$ cat src/rtl/alu_pipe.sv
// Two-stage pipelined ALU: stage 1 captures the operation, stage 2 computes and
// holds the result and flags, with an internal accumulator and optional saturation.
module alu_pipe #(
  parameter int WIDTH = 8,
  parameter bit SAT   = 1'b0
) (
  input  logic             clk,
  input  logic             reset,
  input  logic             in_valid,
  output logic             in_ready,
  input  logic [2:0]       opcode,
  input  logic [WIDTH-1:0] A,
  input  logic [WIDTH-1:0] B,
  output logic             out_valid,
  input  logic             out_ready,
  output logic [WIDTH-1:0] C,
  output logic             carry,
  output logic             ovf,
  output logic             zero
);

  typedef enum logic [2:0] {
    OP_ADD     = 3'd0,
    OP_SUB     = 3'd1,
    OP_NOT_A   = 3'd2,
    OP_REDOR_B = 3'd3,
    OP_AND     = 3'd4,
    OP_XOR     = 3'd5,
    OP_ACC     = 3'd6,
    OP_ACC_CLR = 3'd7
  } op_e;

  localparam logic [WIDTH-1:0] SMAX = {1'b0, {(WIDTH-1){1'b1}}};
  localparam logic [WIDTH-1:0] SMIN = {1'b1, {(WIDTH-1){1'b0}}};

  logic             s1_valid;
  op_e              s1_op;
  logic [WIDTH-1:0] s1_a;
  logic [WIDTH-1:0] s1_b;
  logic [WIDTH-1:0] acc;
  logic             adv2;

  logic [WIDTH:0]   sum_ext;
  logic [WIDTH-1:0] lhs;
  logic [WIDTH-1:0] rhs;
  logic [WIDTH-1:0] raw;
  logic [WIDTH-1:0] res;
  logic [WIDTH-1:0] acc_nxt;
  logic             c_nxt;
  logic             v_nxt;
  logic             arith;

  // Handshake: a beat moves on a rising edge when valid && ready on that side.
  // Stage 2 may advance when it is empty or its result is being taken; stage 1
  // may load when it is empty or stage 2 advances. Neither ready looks at valid.
  assign adv2     = !out_valid || out_ready;
  assign in_ready = !s1_valid || adv2;

  // ACC reuses the adder with the accumulator as the left operand.
  always_comb begin
    lhs     = (s1_op == OP_ACC) ? acc  : s1_a;
    rhs     = (s1_op == OP_ACC) ? s1_a : s1_b;
    sum_ext = (s1_op == OP_SUB) ? ({1'b0, lhs} - {1'b0, rhs})
                                : ({1'b0, lhs} + {1'b0, rhs});
    raw     = sum_ext[WIDTH-1:0];
    res     = raw;
    c_nxt   = 1'b0;
    v_nxt   = 1'b0;
    arith   = 1'b0;
    acc_nxt = acc;
    case (s1_op)
      OP_ADD, OP_ACC: begin
        arith = 1'b1;
        c_nxt = sum_ext[WIDTH];
        v_nxt = (lhs[WIDTH-1] == rhs[WIDTH-1]) && (raw[WIDTH-1] != lhs[WIDTH-1]);
      end
      OP_SUB: begin
        arith = 1'b1;
        c_nxt = sum_ext[WIDTH];
        v_nxt = (lhs[WIDTH-1] != rhs[WIDTH-1]) && (raw[WIDTH-1] != lhs[WIDTH-1]);
      end
      OP_NOT_A:   res = ~s1_a;
      OP_REDOR_B: res = {{(WIDTH-1){1'b0}}, |s1_b};
      OP_AND:     res = s1_a & s1_b;
      OP_XOR:     res = s1_a ^ s1_b;
      OP_ACC_CLR: begin
        res     = acc;
        acc_nxt = '0;
      end
      default: ;
    endcase
    // On overflow the true result has the sign of the left operand.
    if (SAT && arith && v_nxt) res = lhs[WIDTH-1] ? SMIN : SMAX;
    if (s1_op == OP_ACC) acc_nxt = res;
  end

  always_ff @(posedge clk or posedge reset) begin
    if (reset) begin
      s1_valid <= 1'b0;
      s1_op    <= OP_ADD;
      s1_a     <= '0;
      s1_b     <= '0;
    end else if (in_ready) begin
      s1_valid <= in_valid;
      if (in_valid) begin
        s1_op <= op_e'(opcode);
        s1_a  <= A;
        s1_b  <= B;
      end
    end
  end

  always_ff @(posedge clk or posedge reset) begin
    if (reset) begin
      out_valid <= 1'b0;
      C         <= '0;
      carry     <= 1'b0;
      ovf       <= 1'b0;
      zero      <= 1'b0;
      acc       <= '0;
    end else if (adv2) begin
      out_valid <= s1_valid;
      if (s1_valid) begin
        C     <= res;
        carry <= c_nxt;
        ovf   <= v_nxt;
        zero  <= (res == '0);
        acc   <= acc_nxt;
      end
    end
  end

endmodule

$ cat config.mk
export PLATFORM = sky130hd
export DESIGN_NAME = alu_pipe
export DESIGN_NICKNAME = d
export VERILOG_FILES = /design/src/rtl/alu_pipe.sv
export SDC_FILE = /design/constraint.sdc
export NUM_CORES = 1
export LEC_CHECK = 0
export ABC_AREA = 0
export BUFFER_PORTS_ARGS = -buffer_cell sky130_fd_sc_hd__buf_4
export CAP_MARGIN = 10
export CORE_MARGIN = 4
export CORE_UTILIZATION = 59
export DETAILED_ROUTE_END_ITERATION = 12
export PLACE_DENSITY = 0.85
export SYNTH_ARGS = -nofsm -noshare
export SYNTH_HDL_FRONTEND = slang
export SYNTH_SLANG_ARGS = --single-unit
$ cat constraint.sdc
create_clock -name clk -period 4.5 [get_ports clk]
set_clock_uncertainty 0.15 [all_clocks]
set_input_delay 0.225 -clock clk [delete_from_list [all_inputs] [get_ports clk]]
set_output_delay 0.225 -clock clk [all_outputs]
set_load 0.1 [all_outputs]
==> out/metrics.csv <==
stage,metric,value,unit
cts,clock-sinks,40,
synthesis,yosys.area.top_type,dfrtp_1,
place,placed_cell_area,3220,um^2
worst_setup_path,endpoint_kind,flop,
synthesis,synth_common_cells,"nand2_1, dfrtp_1, nor2_1",
pwr,ir_drop,0.000364,V
sta,max_slew_margin,43.9,%
sta,rsz0062_at_grt,false,
sta,worst_slew_pin_slew,840,ps
synthesis,synth_edf_count,0,
worst_setup_path,critPathMostFrequentCell,o21ai_0,
cts,cts_max_level,2,
synthesis,synth.area.top_cells,"dfrtp_1, mux2_2, ha_1, nand2_1, o21ai_0",
worst_hold_path,hp-start,A[6],
sta,finalCritPeriodShare,91.0,%
die,die_height,78.2,um
synthesis,synth_top_area_share,34.4,%
sta,tns,0,ps
pwr,p_leak,1.53,nW
synthesis,yosysMostFrequentCell,nand2_1,
die,rows,25,
sta,setup_violations,0,
global_route,overflow,0,
worst_setup_path,critPathRequiredTime,4510,ps
route,dr.first_iter.drc_count,266,
route,routed_wl,6820,um
worst_setup_path,worst-path-max-fanout,18,
sta,fin_crit,4100,ps
synthesis,avgSynthCellArea,9.11,um^2
finish,area_delta_synth_final,15.0,%
worst_setup_path,r2r_cells,13,
die,die_x,78.2,um
synthesis,syn_inst,319,
route,wl_per_cell,16.2,um
sta,max_freq,0.244,GHz
sta,slew_violations,0,
worst_setup_path,crit_family,compound AO/OA/AOI/OAI gates,
worst_setup_path,arrival,4100,ps
cts,cts.clk_slew.worst_paths,80,ps
worst_setup_path,regToRegEndpoint,C[7]$_DFFE_PP0P_,
pwr,power.density,601,nW/um^2
route,viasPerCell,6.01,
finish,final_area,3340,um^2
place,port_buffers,35,
worst_setup_path,rrSetupSlack,400,ps
cts,worstSkewPairLatency,300,ps
global_route,grt_util_all_layers,23.5,%
cts,clk_path_buf_depth,2,
finish,diodes,0,
synthesis,async_flop_share,100,%
global_route,grt_max_degree,41,
worst_setup_path,r2r-start,s1_op[0]$_DFFE_PP0P_,
worst_hold_path,min_to,s1_a[6]$_DFFE_PP0P_,
synthesis,syn_nets,359,
synthesis,ys_seq_elements,40,
worst_setup_path,cpMaxStageDelayCell,dfrtp_1,
die,num_io_pins,36,
die,core_area,4750,um^2
finish,nNetsFinal,393,
route,drc,0,
cts,cts_tree,done,
place,place_congestion,0.916,
global_route,antenna_found_initial,0,
sta,final_hold_viol_count,0,
synthesis,syn_area,2910,um^2
die,start_util,61.1,%
synthesis,synthDistinctLibCells,49,
worst_hold_path,hp-class,primary input to flop,
worst_setup_path,slowest_delay,560,ps
route,via_count,2530,
route,drt-pass1-iter-count,4,
global_route,grt_pass1_vias,2440,
die,die_area,6110,um^2
worst_setup_path,cp-start-kind,flop,
cts,cts_resized,0,
worst_setup_path,cp.depth,13,
synthesis,synthFlopType,dfrtp_1,
cts,hold_buffers,2,
cts,cts_root_buf,clkbuf_8,
worst_setup_path,critical_path_buf_inv_count,0,
pwr,power,2.01,mW
worst_hold_path,whs_path_depth,2,
outcome,status,completed,
finish,drive_gt1_share,22.9,%
route,antenna_left,0,
worst_setup_path,cp_cell_sequence,nand3b_2 > o22ai_1 > o22ai_1 > nor3_1 > o21ai_0 > xor2_1 > ha_1 > a21oi_1 > nand2_1 > o21ai_0 > xnor2_1 > a221oi_1 > o21ai_0,
worst_setup_path,crit_type,flop to flop,
synthesis,yosysWarnings,0,
global_route,grt_pass1_wl,11500,um
place,dpl.hpwl,5060,um
job,cap_violations,0,
cts,cts_buffers,5,
cts,cts_setup_buffers,0,
synthesis,ys_seq_area_share,34.4,%
## cell type report
cell class	count	area, um^2
clock buffer	6	72.6
clock inverter	2	35.0
fill	400	1410
inverter	8	30.0
multi-input combinational	254	1790
sequential	40	1000
tap	67	83.8
timing repair buffer	44	335
## flip-flops by register name (all words and copies together) (netlist names)
signal	count
ovf	1
s1_b	8
C	8
carry	1
acc	8
out_valid	1
s1_op	3
s1_valid	1
s1_a	8
zero	1
## how the worst max path moves through the flow
stage	from	endpoint
6_report	s1_op[0]$_DFFE_PP0P_	C[7]$_DFFE_PP0P_
5_1_grt	s1_op[0]$_DFFE_PP0P_	C[7]$_DFFE_PP0P_
4_1_cts	s1_op[0]$_DFFE_PP0P_	C[7]$_DFFE_PP0P_
3_5_place_dp	s1_op[0]$_DFFE_PP0P_	C[7]$_DFFE_PP0P_
3_3_place_gp	s1_op[0]$_DFFE_PP0P_	C[7]$_DFFE_PP0P_
2_1_floorplan	out_valid$_DFFE_PP0P_	s1_a[6]$_DFFE_PP0P_
## cells in the final DEF (no fill, tap or decap), types with 3 or more instances in the layout
cell type / synthesis / routed
o31ai_1: 8 / 8
and2_1: 4 / 4
nand3_1: 5 / 5
o21ai_0: 22 / 22
nand2_1: 42 / 42
a22oi_1: 4 / 4
nor2b_1: 5 / 5
clkbuf_8: 0 / 5
mux2_2: 26 / 26
nor3_1: 5 / 5
a21oi_1: 14 / 14
nor2_1: 28 / 28
inv_1: 8 / 8
a22o_1: 7 / 7
mux2i_1: 9 / 9
nand2b_1: 7 / 7
dfrtp_1: 40 / 40
xnor2_1: 7 / 7
xor2_1: 6 / 6
o21a_1: 3 / 3
o22ai_1: 9 / 9
ha_1: 16 / 16
buf_4: 3 / 42
## metrics by stage
stage / hold slack [ps] / util [%] / instances / worst slack (ps)
3_3_place_gp: 222 / 67.6 / 411 / 777
5_1_grt: 2.29 / 70.3 / 421 / 100
4_1_cts: 2.03 / 70.3 / 421 / 487
3_5_place_dp: 233 / 67.6 / 411 / 514
6_report: 1.16 / 70.3 / 421 / 404
2_1_floorplan: 183 / - / 319 / 951
## per-layer routing
layer / routed length, um / up-vias / global-route usage (%)
li1: - / 1212 / -
met1: 2870 / 1201 / 29.9
met2: 3320 / 102 / 38.9
met3: 524 / 15 / 6.08
met4: 106 / 0 / 7.87
met5: 0 / - / 0
## power by group
| part | switching [mW] | internal, mW |
|---|---|---|
| Clock | 0.131 | 0.165 |
| Sequential | 0.101 | 0.456 |
| Combinational | 0.748 | 0.407 |
| Total | 0.980 | 1.03 |
## kinds of logic after synthesis
family                   synth area share (%)
buffers and inverters                    4.13
XOR/XNOR                                 3.92
adder cells (fa/ha/maj)                  7.58
flip-flops                               34.4
AND/OR/NAND/NOR                          17.0
AO/OA/AOI/OAI                            18.2
multiplexers                             14.7
Power figures use the tool's default switching activity.
